**config.mk**
```make
export PLATFORM = sky130hd
export DESIGN_NAME = fetch_sequencer
export DESIGN_NICKNAME = d
export VERILOG_FILES = /design/src/rtl/fetch_sequencer.sv
export SDC_FILE = /design/constraint.sdc
export NUM_CORES = 1
export LEC_CHECK = 0
export ABC_AREA = 0
export BUFFER_PORTS_ARGS = -buffer_cell sky130_fd_sc_hd__buf_2
export CELL_PAD_IN_SITES_DETAIL_PLACEMENT = 1
export CELL_PAD_IN_SITES_GLOBAL_PLACEMENT = 1
export CORE_MARGIN = 2
export CORE_UTILIZATION = 40
export CTS_CLUSTER_DIAMETER = 30
export CTS_CLUSTER_SIZE = 8
export DETAILED_ROUTE_END_ITERATION = 8
export PLACE_DENSITY_LB_ADDON = 0.1
export REMOVE_ABC_BUFFERS = 1
export SLEW_MARGIN = 0
export SYNTH_ARGS = -nofsm -noshare
export SYNTH_HDL_FRONTEND = slang
export SYNTH_SLANG_ARGS = --single-unit
```
**constraint.sdc**
```tcl
create_clock -name clock -period 3.6 [get_ports clock]
set_input_delay 0.54 -clock clock [delete_from_list [all_inputs] [get_ports clock]]
set_output_delay 0.54 -clock clock [all_outputs]
set_load 0.1 [all_outputs]
```
**src/rtl/fetch_sequencer.sv**
```systemverilog
`default_nettype none
// ============================================================================
// Module   : fetch_sequencer
// Purpose  : Instruction fetch front end. Owns the program counter, presents
//            it to a combinational-read instruction memory, latches the
//            returned word into a fetch register and hands it to decode over
//            a valid/ready handshake. Services branch redirects (flush plus
//            new PC) and stops fetching on the halt opcode.
// Ports    : clock, reset_n         - clock / async active-low reset
//            run                    - fetch enable (level)
//            imem_address           - current PC to instruction memory
//            imem_instruction       - memory read data (same cycle)
//            out_valid/out_ready    - handshake to decode
//            out_instruction/out_pc - fetched word and its address
//            branch_taken/target    - one-cycle redirect request
//            halted                 - sequencer is halted
//            addr_error             - sticky, redirect target out of range
//            fetch_count/stall_count- perf counters (FETCH_PERF_EN only)
// Options  : `define FETCH_PERF_EN adds saturating fetch/stall counters.
// Revision : 1.0 - initial release
// ============================================================================
module fetch_sequencer #(
    parameter int         ADDR_WIDTH  = 10,
    parameter int         INSTR_WIDTH = 10,
    parameter int         LAST_ADDR   = 32,
    parameter logic [2:0] HALT_OPCODE = 3'b111
) (
    input  logic                   clock,
    input  logic                   reset_n,
    input  logic                   run,
    output logic [ADDR_WIDTH-1:0]  imem_address,
    input  logic [INSTR_WIDTH-1:0] imem_instruction,
    output logic                   out_valid,
    input  logic                   out_ready,
    output logic [INSTR_WIDTH-1:0] out_instruction,
    output logic [ADDR_WIDTH-1:0]  out_pc,
    input  logic                   branch_taken,
    input  logic [ADDR_WIDTH-1:0]  branch_target,
    output logic                   halted,
    output logic                   addr_error
`ifdef FETCH_PERF_EN
    ,
    output logic [15:0]            fetch_count,
    output logic [15:0]            stall_count
`endif
);

    localparam logic [ADDR_WIDTH-1:0] c_last_addr = ADDR_WIDTH'(LAST_ADDR);

    typedef enum logic [1:0] {
        ST_IDLE   = 2'd0,
        ST_FETCH  = 2'd1,
        ST_HALTED = 2'd2
    } state_t;

    state_t                 r_state;
    state_t                 w_state_next;
    logic [ADDR_WIDTH-1:0]  r_pc;
    logic [ADDR_WIDTH-1:0]  w_pc_next;
    logic                   r_valid;
    logic                   w_valid_next;
    logic [INSTR_WIDTH-1:0] r_instr;
    logic [INSTR_WIDTH-1:0] w_instr_next;
    logic [ADDR_WIDTH-1:0]  r_out_pc;
    logic [ADDR_WIDTH-1:0]  w_out_pc_next;
    logic                   r_addr_error;
    logic                   w_addr_error_next;

    logic                   w_redirect;
    logic                   w_target_bad;
    logic                   w_is_halt;
    logic                   w_advance;
    logic [ADDR_WIDTH-1:0]  w_pc_inc;

    // Redirects are ignored until the sequencer has left IDLE.
    assign w_redirect   = branch_taken && (r_state != ST_IDLE);
    assign w_target_bad = branch_target > c_last_addr;
    assign w_is_halt    = imem_instruction[INSTR_WIDTH-1 -: 3] == HALT_OPCODE;
    // A redirect in the same cycle pre-empts the fetch.
    assign w_advance    = (r_state == ST_FETCH) && !branch_taken && run
                          && (!r_valid || out_ready);
    assign w_pc_inc     = (r_pc == c_last_addr) ? '0 : r_pc + ADDR_WIDTH'(1);

    // ------------------------------------------------------------------------
    // State and datapath registers
    // ------------------------------------------------------------------------
    always_ff @(posedge clock or negedge reset_n) begin
        if (!reset_n) begin
            r_state      <= ST_IDLE;
            r_pc         <= '0;
            r_valid      <= 1'b0;
            r_instr      <= '0;
            r_out_pc     <= '0;
            r_addr_error <= 1'b0;
        end else begin
            r_state      <= w_state_next;
            r_pc         <= w_pc_next;
            r_valid      <= w_valid_next;
            r_instr      <= w_instr_next;
            r_out_pc     <= w_out_pc_next;
            r_addr_error <= w_addr_error_next;
        end
    end

    // ------------------------------------------------------------------------
    // Next-state / datapath control
    // ------------------------------------------------------------------------
    always_comb begin
        w_state_next      = r_state;
        w_pc_next         = r_pc;
        w_valid_next      = r_valid;
        w_instr_next      = r_instr;
        w_out_pc_next     = r_out_pc;
        w_addr_error_next = r_addr_error;

        case (r_state)
            ST_IDLE: begin
                // The transition cycle itself performs no fetch.
                if (run) begin
                    w_state_next = ST_FETCH;
                end
            end

            ST_FETCH, ST_HALTED: begin
                if (w_redirect) begin
                    // Flush regardless of out_ready.
                    w_valid_next = 1'b0;
                    if (w_target_bad) begin
                        w_addr_error_next = 1'b1;
                        w_state_next      = ST_HALTED;
                    end else begin
                        w_pc_next    = branch_target;
                        w_state_next = ST_FETCH;
                    end
                end else if (w_advance) begin
                    w_instr_next  = imem_instruction;
                    w_out_pc_next = r_pc;
                    w_valid_next  = 1'b1;
                    if (w_is_halt) begin
                        // Halt word is still delivered; PC parks on it.
                        w_state_next = ST_HALTED;
                    end else begin
                        w_pc_next = w_pc_inc;
                    end
                end else if (out_ready && (r_state == ST_HALTED || !run)) begin
                    // Drain the fetch register when no new word replaces it.
                    w_valid_next = 1'b0;
                end
            end

            default: begin
                w_state_next = ST_IDLE;
            end
        endcase
    end

    assign imem_address    = r_pc;
    assign out_valid       = r_valid;
    assign out_instruction = r_instr;
    assign out_pc          = r_out_pc;
    assign halted          = (r_state == ST_HALTED);
    assign addr_error      = r_addr_error;

`ifdef FETCH_PERF_EN
    // ------------------------------------------------------------------------
    // Saturating performance counters; only FETCH-state activity is counted.
    // ------------------------------------------------------------------------
    logic [15:0] r_fetch_count;
    logic [15:0] r_stall_count;
    logic        w_stall;

    assign w_stall = (r_state == ST_FETCH) && run && r_valid && !out_ready;

    always_ff @(posedge clock or negedge reset_n) begin
        if (!reset_n) begin
            r_fetch_count <= '0;
            r_stall_count <= '0;
        end else begin
            if (w_advance && (r_fetch_count != 16'hFFFF)) begin
                r_fetch_count <= r_fetch_count + 16'd1;
            end
            if (w_stall && (r_stall_count != 16'hFFFF)) begin
                r_stall_count <= r_stall_count + 16'd1;
            end
        end
    end

    assign fetch_count = r_fetch_count;
    assign stall_count = r_stall_count;
`endif

endmodule
`default_nettype wire
```
==> summary.md <==
| Metric | Value |
|---|---|
| Outcome | `complete, no violations` |
| Grt met2 use | `37.7%` |
| Post-Route Skew | `7.73 ps` |
| Sink Count | `34` |
| Vias/cell | `5.64` |
| Post-Synth Simple-Gate Area | `14.9%` |
| Critical path class | `reg2reg` |
| Compound-cell area share of the yosys netlist | `16.1%` |
| Cell count after synthesis | `162` |
| Worst-Margin Slew | `786 ps` |
| Synth Cell Area | `1720 um^2` |
| Crit path max fanout | `19` |
| Root buf cell | `clkbuf_8` |
| Area growth syn-to-layout | `25.8%` |
| DP HPWL | `3.61 mm` |
| Synth top area cells | `dfrtp_1 (49%), mux2_2 (11%), ha_1 (4.4%)` |
| IO Pins | `58` |
| Yosys Warn Count | `0` |
| I/O Buffers | `57` |
| Asr flop ratio synth | `100%` |
| First-pass GRT wire length | `8.09 mm` |
| CP Launch Type | `register` |
| Synth Area in Adders | `4.37%` |
| Slew Viols, Final | `0` |
| XOR/XNOR Fraction of Synth Area | `0%` |
| Register area | `851 um^2` |
| GR Util met3 | `4.80%` |
| Antenna diodes | `0` |
| Data arrival, critical path | `2330 ps` |
| CP max stage delay | `400 ps` |
| Total Wirelength | `4.72 mm` |
| Die area | `4840 um^2` |
| Max clock buf depth | `2` |
| Met1 Usage GRT | `25.6%` |
| Final hold vios | `0` |
| Max_cap viols | `0` |
| Multi-input gate area | `800 um^2` |
| Critical path's slowest cell | `dfrtp_1` |
| Final GP Congestion | `0.862` |
| Worst setup path start | `r_state[0]` |
| Post CTS Setup Buffer Count | `0` |
| Nets | `252` |
| Avg WL per Cell | `17.4 um` |
| Syn_area_per_cell | `10.6 um^2` |
| GRT overflow | `0` |
| Most Crowded Layer GR | `met2` |
| Fmax | `461 MHz` |
| RSZ-0062 raised after global routing | `no` |
| Netlist cell types | `41` |
| Routed vias | `1528` |
| Initial antenna violation count | `0` |
| Reg clk slew, reported paths | `70 ps` |
| Commonest register cell after synthesis | `dfrtp_1` |
| Die height | `69.6 um` |
| TritonCTS Buffers | `5` |
| Core area | `4060 um^2` |
| Top cell type's share of synthesized area | `49.5%` |
| CTS H-tree depth | `2` |
| Share of cells above drive strength 1 | `40.3%` |
| Row cnt | `23` |
| Worst path cell trace | `inv_1, ha_1, nor2b_1, buf_4, nand4_2, and2_4, a211o_1` |
| Gr usage total | `20.9%` |
| Setup-failing EPs final | `0` |
| Die W | `69.6 um` |
| Post_cts resized | `0` |
| Period Utilization, post-route | `60.3%` |
| Residual DRC | `0` |
| Mux contribution to synthesized area | `11.1%` |
| HP Class | `in2async` |
| Worst Path Required | `3760 ps` |
| Area leader, netlist | `dfrtp_1` |
| Starting Density | `42.4%` |
| CTS tree | `built` |
| Largest net degree at the start of global routing | `35` |
| Slew headroom | `47.6%` |
| Post-synth EDFFs | `0` |
| Final Critical Period | `2170 ps` |
| Initial DRC Count | `58` |
| Crit. End Element | `register` |
| Setup TNS | `0 ps` |
| Vias in the first global route | `1651` |
| DRT Pass-1 Iters | `4` |
| R2r startpoint | `r_state[0]` |
| Register area share after synthesis | `49.5%` |
| Fillers | `461` |
| ANT nets after route | `0` |
| Largest family of logic cells by synthesized area | `compound AO/OA/AOI/OAI gates` |
| Clock Latency Late Sink | `280 ps` |
| Hold-fix buffers at CTS | `0` |
| Yosys reg bits | `34` |
[critical path: cells and delay by family (launching register included)]
kind | cells | cell delay, ps
adders and majority gates | 1 | 210
buffers and inverters | 2 | 350
AOI/OAI and AO/OA | 1 | 290
and+or+nand+nor | 3 | 800
DFF | 1 | 400
[final cells by class]
type / count / area share, %
Multi-Input combinational cell: 112 / 37.0
Sequential cell: 34 / 39.3
Clock buffer: 6 / 3.82
Tap cell: 50 / 2.89
Timing Repair Buffer: 60 / 14.2
Inverter: 8 / 1.39
Clock inverter: 1 / 1.39
[per-stage QoR]
step           std cells  hold WS, ps  util [%]  setup WS, ps  instance area (um^2)
2_1_floorplan        154          244         -          1020                  1680
3_3_place_gp         264          448      50.5          1240                  2050
3_5_place_dp         264          477      50.5          1210                  2050
4_1_cts              271          353      53.3          1430                  2160
5_1_grt              271          375      53.3          1230                  2160
6_report             271          333      53.3          1430                  2160
[synthesized netlist by cell type (all sizes together), types with 2 or more instances]
| library cell | number |
|---|---|
| dfrtp | 34 |
| mux2 | 17 |
| nand2 | 13 |
| a21oi | 12 |
| nand3 | 10 |
| o21ai | 9 |
| inv | 8 |
| nor2 | 7 |
| ha | 6 |
| buf | 4 |
| clkbuf | 4 |
| and3 | 3 |
| nand4 | 3 |
| a222oi | 2 |
| a2bb2oi | 2 |
| nand2b | 2 |
| nor2b | 2 |
| nor3 | 2 |
| nor4 | 2 |
| o211ai | 2 |
| o22ai | 2 |
[cells in the final DEF (no fill, tap or decap), types with 2 or more instances in the layout]
| cell | synthesis | layout |
|---|---|---|
| nor2b_1 | 2 | 2 |
| ha_1 | 6 | 6 |
| a222oi_1 | 2 | 2 |
| nor4_1 | 2 | 2 |
| nand4_2 | 2 | 2 |
| o211ai_1 | 2 | 2 |
| buf_2 | 1 | 57 |
| inv_1 | 8 | 8 |
| nor3_1 | 2 | 2 |
| nand2_1 | 13 | 13 |
| nor2_1 | 7 | 7 |
| a2bb2oi_1 | 2 | 2 |
| nand2b_1 | 2 | 2 |
| a21oi_1 | 12 | 12 |
| clkbuf_8 | 0 | 6 |
| mux2_2 | 17 | 17 |
| o22ai_1 | 2 | 2 |
| and3_1 | 3 | 3 |
| buf_4 | 0 | 3 |
| o21ai_0 | 8 | 8 |
| nand3_1 | 10 | 10 |
| dfrtp_1 | 34 | 34 |
[per-layer routing]
layer | routed length [um] | share of wire (%) | vias to the layer above
li1 | - | - | 717
met1 | 2010 | 43 | 769
met2 | 2490 | 53 | 38
met3 | 184 | 3.9 | 4
met4 | 36 | 0.76 | 0
met5 | 0 | 0 | -
[logic make-up (layout without fill, tap and decap cells)]
logic type | after synthesis | count (layout)
multiplexers | 17 | 17
buffers and inverters | 16 | 75
flip-flops | 34 | 34
AND/OR/NAND/NOR | 48 | 48
adder cells (fa/ha/maj) | 6 | 6
AO/OA/AOI/OAI | 41 | 41
[state kept, by name, indices dropped and copies added (netlist names)]
signal and count:
imem_address 10, addr_error 1, out_pc 10, out_valid 1, out_instruction 10, r_state 2
[worst paths after layout]
check                                endpoint  slack, ps  depth (start not counted)
setup / recovery              imem_address[9]       1430                          7
hold / removal                      out_valid        330                          1
setup reg to reg              imem_address[9]       1430                          7
hold reg to reg                    addr_error        490                          1
max in group asynchronous     imem_address[9]       2760                          1
min in group clock         out_instruction[5]        480                          2
Power is left out: the tool's default activity adds up to more than one toggle a clock period on the data nets, which glitch-free logic cannot reach.
